File: src/rtl/reset_req_pkg.sv
// Shared types and helpers for the reset request generator.
package reset_req_pkg;

  typedef enum logic [1:0] {
    IDLE    = 2'd0,
    ASSERT  = 2'd1,
    HOLDOFF = 2'd2
  } rr_state_t;

  typedef enum logic [1:0] {
    CAUSE_POR  = 2'b00,
    CAUSE_BTN  = 2'b01,
    CAUSE_WDOG = 2'b10,
    CAUSE_SW   = 2'b11
  } rr_cause_t;

  // Counter width for a terminal count of n-1, never narrower than one bit.
  function automatic int cnt_width(input int n);
    return (n <= 1) ? 1 : $clog2(n);
  endfunction

endpackage

File: src/rtl/btn_debounce.sv
// Pushbutton front end: two-flop synchronizer plus low-level debounce counter.
// Emits a single-cycle press once per qualified low period; re-armed on release.
module btn_debounce
  import reset_req_pkg::*;
#(
  parameter int DEB_CYCLES = 1024
) (
  input  logic clk,
  input  logic rst,
  input  logic btn_n,
  output logic press
);

  localparam int              DW       = cnt_width(DEB_CYCLES);
  localparam logic [DW-1:0]   DEB_LAST = DW'(DEB_CYCLES - 1);

  logic [1:0]    sync_reg;
  logic [DW-1:0] cnt_reg;
  logic          armed_reg;
  logic          btn_low;

  assign btn_low = ~sync_reg[1];
  assign press   = armed_reg && btn_low && (cnt_reg == DEB_LAST);

  always_ff @(posedge clk or posedge rst) begin
    if (rst) begin
      sync_reg  <= 2'b11;
      cnt_reg   <= '0;
      armed_reg <= 1'b1;
    end else begin
      sync_reg <= {sync_reg[0], btn_n};
      if (!btn_low) begin
        cnt_reg   <= '0;
        armed_reg <= 1'b1;
      end else begin
        // Saturate so a long hold never wraps into a second press.
        if (cnt_reg != DEB_LAST)
          cnt_reg <= cnt_reg + 1'b1;
        if (press)
          armed_reg <= 1'b0;
      end
    end
  end

endmodule

File: src/rtl/reset_req_gen.sv
// Merges POR, button, software and (with RSTGEN_WDOG_EN) watchdog requests into a
// stretched active-low RST_n pulse followed by a hold-off window; records the cause.
module reset_req_gen
  import reset_req_pkg::*;
#(
  parameter int PULSE_CYCLES   = 16,
  parameter int HOLDOFF_CYCLES = 8,
  parameter int DEB_CYCLES     = 1024,
  parameter int WDOG_CYCLES    = 2**20
) (
  input  logic       clk,
  input  logic       rst,
  input  logic       btn_n,
  input  logic       sw_rst_req,
  input  logic       wdog_kick,
  output logic       RST_n,
  output logic [1:0] cause,
  output logic       busy
);

  localparam int            CNT_MAX    = (PULSE_CYCLES > HOLDOFF_CYCLES) ? PULSE_CYCLES : HOLDOFF_CYCLES;
  localparam int            CW         = cnt_width(CNT_MAX);
  localparam logic [CW-1:0] PULSE_LAST = CW'(PULSE_CYCLES - 1);
  localparam logic [CW-1:0] HOLD_LAST  = CW'(HOLDOFF_CYCLES - 1);

  rr_state_t     state_reg, state_next;
  logic [CW-1:0] cnt_reg, cnt_next;
  rr_cause_t     cause_reg, cause_next;
  rr_cause_t     cause_out_reg;
  logic          rst_n_reg;
  logic          busy_reg;

  logic          btn_press;
  logic          wdog_fire;
  logic          req_any;
  rr_cause_t     req_cause;

  btn_debounce #(
    .DEB_CYCLES (DEB_CYCLES)
  ) u_btn_debounce (
    .clk   (clk),
    .rst   (rst),
    .btn_n (btn_n),
    .press (btn_press)
  );

`ifdef RSTGEN_WDOG_EN
  localparam int            WW        = cnt_width(WDOG_CYCLES);
  localparam logic [WW-1:0] WDOG_LAST = WW'(WDOG_CYCLES - 1);

  logic [WW-1:0] wdog_cnt_reg;

  // A kick arriving in the expiry cycle suppresses the request.
  assign wdog_fire = (state_reg == IDLE) && (wdog_cnt_reg == WDOG_LAST) && !wdog_kick;

  always_ff @(posedge clk or posedge rst) begin
    if (rst)
      wdog_cnt_reg <= '0;
    else if (wdog_kick || (state_reg != IDLE) || wdog_fire)
      wdog_cnt_reg <= '0;
    else if (wdog_cnt_reg != WDOG_LAST)
      wdog_cnt_reg <= wdog_cnt_reg + 1'b1;
  end
`else
  logic unused_wdog;
  assign unused_wdog = wdog_kick | (WDOG_CYCLES == 0);
  assign wdog_fire   = 1'b0;
`endif

  always_comb begin
    req_cause = CAUSE_SW;
    if (btn_press)
      req_cause = CAUSE_BTN;
    else if (wdog_fire)
      req_cause = CAUSE_WDOG;
  end

  assign req_any = btn_press | wdog_fire | sw_rst_req;

  // Requests outside IDLE are simply not looked at, so they are dropped.
  always_comb begin
    state_next = state_reg;
    cnt_next   = cnt_reg;
    cause_next = cause_reg;
    unique case (state_reg)
      IDLE: begin
        if (req_any) begin
          state_next = ASSERT;
          cnt_next   = '0;
          cause_next = req_cause;
        end
      end
      ASSERT: begin
        if (cnt_reg == PULSE_LAST) begin
          state_next = HOLDOFF;
          cnt_next   = '0;
        end else begin
          cnt_next = cnt_reg + 1'b1;
        end
      end
      HOLDOFF: begin
        if (cnt_reg == HOLD_LAST) begin
          state_next = IDLE;
          cnt_next   = '0;
        end else begin
          cnt_next = cnt_reg + 1'b1;
        end
      end
      default: begin
        state_next = ASSERT;
        cnt_next   = '0;
      end
    endcase
  end

  // Outputs are registered from the current state, so they trail the FSM by one edge.
  always_ff @(posedge clk or posedge rst) begin
    if (rst) begin
      state_reg     <= ASSERT;
      cnt_reg       <= '0;
      cause_reg     <= CAUSE_POR;
      cause_out_reg <= CAUSE_POR;
      rst_n_reg     <= 1'b0;
      busy_reg      <= 1'b1;
    end else begin
      state_reg     <= state_next;
      cnt_reg       <= cnt_next;
      cause_reg     <= cause_next;
      cause_out_reg <= cause_reg;
      rst_n_reg     <= (state_reg != ASSERT);
      busy_reg      <= (state_reg != IDLE);
    end
  end

  assign RST_n = rst_n_reg;
  assign cause = cause_out_reg;
  assign busy  = busy_reg;

endmodule

File: config.mk
export PLATFORM = sky130hd
export DESIGN_NAME = reset_req_gen
export DESIGN_NICKNAME = d
export VERILOG_FILES = /design/src/rtl/reset_req_pkg.sv /design/src/rtl/btn_debounce.sv /design/src/rtl/reset_req_gen.sv
export SDC_FILE = /design/constraint.sdc
export NUM_CORES = 1
export LEC_CHECK = 0
export ABC_CLOCK_PERIOD_IN_PS = 1840
export BUFFER_PORTS_ARGS = -buffer_cell sky130_fd_sc_hd__clkbuf_2
export CORE_ASPECT_RATIO = 0.8
export CORE_MARGIN = 5
export CORE_UTILIZATION = 52
export CTS_CLUSTER_DIAMETER = 80
export DETAILED_ROUTE_END_ITERATION = 16
export PLACE_DENSITY = 0.84
export SLEW_MARGIN = 40
export SYNTH_ARGS = -nofsm -noshare
export SYNTH_HDL_FRONTEND = slang
export SYNTH_SLANG_ARGS = --single-unit
File: constraint.sdc
create_clock -name clk -period 1.84 [get_ports clk]
set_clock_uncertainty 0.2 [all_clocks]
set_input_delay 0.368 -clock clk [delete_from_list [all_inputs] [get_ports clk]]
set_output_delay 0.368 -clock clk [all_outputs]
set_load 0.02 [all_outputs]
### After elaboration in Yosys (flattened, before gate mapping)

Index checks and enable logic that the tools add are counted.

* bitwise operators: 2
* equal/unequal tests: 10
* muxes and demuxes: 13
* reductions and logical operators: 8
* $add $sub $neg: 2

Operator list (number)
* $mux 10: 2
* $mux 4: 3
* $pmux 4 s3: 1
* $add 10x1->10 const B: 1
* $eq 10x10->1 const B: 1
* $ne 10x10->1 const B: 1
* $mux 2: 4
* $ne 2x2->1 const B: 3
* $pmux 2 s3: 1
* $reduce_bool 2->1: 3
* $add 4x1->4 const B: 1
* $eq 4x3->1 const B: 1
* $eq 4x4->1 const B: 1
* $reduce_and 3->1: 1
* $eq 2x1->1 const B: 1
* $eq 2x2->1 const B: 1
* $logic_and 1x1->1: 2
* $logic_not 2->1: 1
* $mux 1: 2
* $ne 2x1->1 const B: 1
* $reduce_and 2->1: 1
* $not 1->1: 1
* $or 1x1->1: 1

* output and inout port bits: 4
* bits in registers: 25
* word-level logic and storage cells: 44

### Depth between registers and ports, before layout

* word-level depth: 6
* depth in mapped cells: 6
* gate-level depth less buffers: 6

### Hierarchy

A second synthesis with hierarchy kept.

* cells, all modules: 113
* area total of the unflattened synthesis: 1253.7 um2

By module, submodules not included
* btn_debounce: cells each 65, area an instance 690.7 um2, times used 1
* reset_req_gen: cells each 48, area an instance 563.0 um2, times used 1

### Worst setup path before layout

No wires, ideal clock.

* path type: register to register
* from: register u_btn_debounce.cnt_reg[0]
* to: register cnt_reg[2]
* period minus slack after synthesis: 1.885 ns
* setup slack: -0.045 ns
* buffers on the path: 1
* data required time: 1.516 ns
* library setup time: 0.124 ns
* arrival: 1.561 ns
* stages on the path, launching flop included: 7
* path through: dfrtp_1 ha_1 nand4_1 buf_2 nor4_2 nor2_1 a211o_1

* cells in the longest elaborated chain, start to end: 4

RTL lines
* from (decl): line btn_debounce.sv:18 `logic [DW-1:0] cnt_reg;`
* from (signal assigned): line btn_debounce.sv:38 `cnt_reg <= cnt_reg + 1'b1;`
* $eq 10x10->1: line btn_debounce.sv:23 `assign press = armed_reg && btn_low && (cnt_reg == DEB_LAST);`
* $logic_and 1x1->1: line btn_debounce.sv:23
* $or 1x1->1: line reset_req_gen.sv:78 `assign req_any = btn_press | wdog_fire | sw_rst_req;`
* $ne 2x2->1 (no line)
* to (signal assigned): line reset_req_gen.sv:127 `cnt_reg <= cnt_next;`
* to (decl): line reset_req_gen.sv:27 `logic [CW-1:0] cnt_reg, cnt_next;`

No other way between the ends.
A chain may end at the register's enable or synchronous reset.

### Final worst setup path

* from: register u_btn_debounce.cnt_reg[1]
* to: register state_reg[1]

* cells in the longest elaborated chain, start to end: 5

RTL lines
* $eq 10x10->1: line btn_debounce.sv:23
* $logic_and 1x1->1: line btn_debounce.sv:23
* $or 1x1->1: line reset_req_gen.sv:78
* $ne 2x2->1 (no line)
* $reduce_and 3->1 (no line)
* to (signal assigned): line reset_req_gen.sv:126 `state_reg <= state_next;`
* to (decl): line reset_req_gen.sv:26 `rr_state_t state_reg, state_next;`

No other way between the ends.

==> results.md <==
- Measured on the finished design, the core utilization comes to 81.71%.
- The net count of the mapped netlist is 127.
- The layout overhead on the synthesized area is 46.63%.
- The via count of the first global-routing pass is around 1100.
- The count of final hold-check violations was 0.
- The repair_antennas step left the layout with diodes totalling 0.
- By area, the combinational part of the netlist is dominated by simple AND/OR/NAND/NOR gates.
- In the synthesized netlist, mux cells make up 3.272% of the area.
- The clock tree from TritonCTS is yes.
- The critical path goes through ha_4, nand4_1, or4_4, a21oi_4, mux2i_1.
- The number of flip-flops under the largest register name is 10.
- The share of post-route cells with drive strength above 1 is between 40 and 50%.
- The number of nets in the layout is roughly 170.
- At the worst endpoint, the arrival time is 2.06 ns.
- The post-synthesis async set-or-reset flop share is between 90% and 100%.
- Summing the areas of all and, or, nand and nor instances in the mapped netlist gives 21.68% of the synthesized area.
- The final HPWL from detailed placement is 1.794 mm.
- Entering global routing, the biggest net connects 26 pins.
- The mean area per synthesized cell is 10.46 sq um.
- The mean number of vias per cell is 5.730.
- The kind of end point of the critical path is a flop.
- Input and output buffers added on the ports amount to 7.
- After Yosys synthesis, full adders, half adders and majority gates account for 5.112% of the synthesized area.
- The worst-case IR drop observed on VDD is roughly 0.64 mV.
- In this run, the number of DRC markers left after iteration 0 of detailed routing was 39.
- Yosys mapped a number of flops with a built-in enable equal to 0.
- The area share of the largest cell type after synthesis is 40.90%.
- The worst path required time is 1.88 ns.
- The mapped netlist covers 0.001224 sq mm.
- The worst-case headroom to the max-slew limit is approximately four fifths.
- The first global-routing pass estimated about 4.7 mm of wire.
- CTS built an H-tree with a depth of 1.
- The most used routing layer is met2.
- The pin slew with the least headroom to its limit is about 0.32 ns.
- The slowest cell on the critical path is sky130_fd_sc_hd__or4_4.
- The synthesized-area fraction occupied by xor and xnor cells is under 10%.
- The global routing met3 resource utilization is 4.459%.
- The total setup violations reported at the end of the flow is 16.
- Setup total negative slack on the finished layout was measured at -1.524 ns.
- The number of sinks on the clock net is 25.
- Counting along the longest clock path gives a buffer depth of 2.
- The average wire per standard cell is 16.78 microns.
- Across the run, the number of max-cap violations was 0.
- The total overflow reported by the global router is 0.
- The die span in x is approximately 64 microns.
- Synthesis produced 117 cells.
- The critical path startpoint category is a flop.
- For this design the static power due to leakage is 0.7835 nW.
- Yosys printed 0 warnings.
- Setup repair after global routing could not meet its margin everywhere.
- The root buffer cell chosen for the clock tree is sky130_fd_sc_hd__clkbuf_4.
- The met2 usage is 33.95%.
- The insertion delay to the later sink of the worst-skew pair is 0.33 ns.
- The synthesized netlist devotes 11.96% of its cell area to compound gates.
- In the finished design, the share of the clock period the worst path needs comes to 109.8%.
- The CTS buffer count is 3.
- The largest single stage delay on the critical path is 0.61 ns.
- The run finished, with violations left.
- After synthesis, the cell types taking the most area are sky130_fd_sc_hd__dfrtp_1 (41%), sky130_fd_sc_hd__dfstp_2 (11%), sky130_fd_sc_hd__ha_1 (5.1%).
- The vertical die dimension is roughly 53 microns.
- The type of the most critical hold path is in2reg.
- The final reports fail on negative setup slack.
- The post-synthesis sequential element count is 25.
- The final critical-path setup slack is -0.1799 ns.
- The number of design rule violations left after detail routing is 0.
- Synthesis instantiated 35 different standard cells from the library.
- Global routing consumed, on the met1 layer, 20.32% of the routing resources.
- The part of the Yosys area used for sequential elements is around half.
- Counting I/O delays and the setup requirement, the final critical path takes 2.020 ns.
- The total routing resource utilization after global routing is between 10% and 20%.
- The initial antenna violation count is 0.
- Static timing analysis puts the maximum clock frequency at 495.1 MHz.
- Once the floorplan was initialized, standard cells occupied roughly 56% of the core.
- The total detailed-routing wirelength is 3.105 mm.
- Once detail routing completed, the nets flagged for antenna violations numbered 0.
- The final count of pins violating max slew was 0.
- In this run the worst path has a maximum fanout of 3.
- The via count of the routed design is 1060.
- The critical path is of the reg2reg type.
- Timing analysis after detailed placement gives a worst setup slack of -0.2178 ns.
- Counting the fill cells in the layout gives around 120.
- Routability-driven placement finished with a final weighted congestion of approximately 0.86.
- The most area-hungry cell type in the Yosys netlist is sky130_fd_sc_hd__dfrtp_1.
- The core area is 0.002196 sq mm.
- The floorplan die area is 0.003430 sq mm.
- The top flip-flop cell by instance count after synthesis is sky130_fd_sc_hd__dfrtp_1.
- For this design the ratio of total power to cell area is ~830 mW/mm^2.
- The total iterations of the first detailed-routing run is 4.
- Pin placement for this block handled 9 I/O pins.
- The initialized floorplan defines 15 standard-cell rows.
- Clock-pin slew was measured on the worst setup and hold paths at 0.14 ns.
[cells by family (layout without fill, tap and decap cells)]
family	Yosys count	count (layout)
compound gates	23	23
simple gates	45	45
flops	25	25
mux	4	4
buf+inv	11	54
xor+xnor	4	4
fa+ha+maj	5	5
[through the flow]
step	instance area (sq um)	hold slack [ns]	instances	total power [W]
after CTS	1565	0.1270	174	0.001431
after floorplan	1240	0.1452	117	0.001012
final	1794	0.1161	185	0.001492
after detailed placement	1410	0.1468	162	0.001152
after global placement	1410	0.1469	162	0.001121
after global routing	1794	0.1221	185	0.001591
[final cells by class]
cell class | instances | area, sq um | share of cell area [%]
Timing Repair Buffer | 41 | 360.3 | 20.08
Clock inverter | 1 | 5.005 | 0.2789
Sequential cell | 25 | 631.9 | 35.22
Multi-Input combinational cell | 81 | 709.4 | 39.54
Tap cell | 25 | 31.28 | 1.743
Inverter | 9 | 33.78 | 1.883
Clock buffer | 3 | 22.52 | 1.255
[worst max-delay path: cells and delay by family (launching register included)]
kind	cells	cell delay, ns
AND/OR/NAND/NOR	2	0.76
flip-flops	1	0.42
multiplexers	1	0.23
AO/OA/AOI/OAI	1	0.18
adder cells (fa/ha/maj)	1	0.15
[repair_timing]
| item | CTS | global route |
|---|---|---|
| gates resized for setup | 12 | 34 |
| hold buffers | 2 | 0 |
| endpoints found under the hold margin | 21 | 0 |
| setup buffers | 6 | 11 |
| pin swaps | 10 | 19 |
| cloned | 0 | 0 |
| endpoints found under the setup margin | 15 | 17 |
[synthesized netlist by cell type (2+ instances only)]
cell type and n:
sky130_fd_sc_hd__dfrtp_1 20, sky130_fd_sc_hd__nor2_1 11, sky130_fd_sc_hd__inv_1 9, sky130_fd_sc_hd__a21oi_1 6, sky130_fd_sc_hd__nand2_1 6, sky130_fd_sc_hd__o21ai_0 6, sky130_fd_sc_hd__dfstp_2 5, sky130_fd_sc_hd__ha_1 5
sky130_fd_sc_hd__nand3_1 5, sky130_fd_sc_hd__o31ai_1 5, sky130_fd_sc_hd__mux2i_1 4, sky130_fd_sc_hd__nand2b_1 4, sky130_fd_sc_hd__xor2_1 4, sky130_fd_sc_hd__nor3_1 3, sky130_fd_sc_hd__or3_1 3, sky130_fd_sc_hd__and3_1 2
[cell usage in the layout, fill, tap and decap left out, drive strengths merged, types with 5 or more instances in the layout]
master	n
a21oi	7
ha	5
nor2	11
o21ai	6
nand3	6
o31ai	5
dfstp	5
nand2	6
inv	9
buf	32
clkbuf	10
dfrtp	20
[power breakdown]
| part | total (W) | leakage (nW) | switching [W] | internal [W] |
|---|---|---|---|---|
| logic | 0.000563 | 0.463 | 0.000333 | 0.000230 |
| registers | 0.000681 | 0.303 | 0.0000429 | 0.000638 |
| clock network | 0.000248 | 0.0177 | 0.000166 | 0.0000817 |
| total | 0.00149 | 0.783 | 0.000542 | 0.000950 |
[layer usage]
| layer | share of wire (%) | vias to the layer above | routed length [microns] |
|---|---|---|---|
| li1 | - | 498 | - |
| met1 | 42 | 529 | 1296 |
| met2 | 53 | 26 | 1634 |
| met3 | 4.1 | 7 | 126 |
| met4 | 1.5 | 0 | 48 |
| met5 | 0 | - | 0 |
[worst paths after layout]
kind	startpoint	to	slack [ns]	depth (start not counted)
max in group asynchronous	rst	u_btn_debounce.sync_reg[0]$_DFF_PP1_	0.73	4
min in group asynchronous	rst	u_btn_debounce.cnt_reg[8]$_DFFE_PP0P_	0.41	4
setup / recovery	u_btn_debounce.cnt_reg[1]$_DFFE_PP0P_	state_reg[1]$_DFFE_PP0P_	-0.18	5
setup reg to reg	u_btn_debounce.cnt_reg[1]$_DFFE_PP0P_	state_reg[1]$_DFFE_PP0P_	-0.18	5
hold reg to reg	u_btn_debounce.sync_reg[0]$_DFF_PP1_	u_btn_debounce.sync_reg[1]$_DFF_PP1_	0.16	0
hold / removal	sw_rst_req	cause_reg[0]$_DFFE_PP0P_	0.12	3
Note: power is estimated with default switching activity, not from simulation.
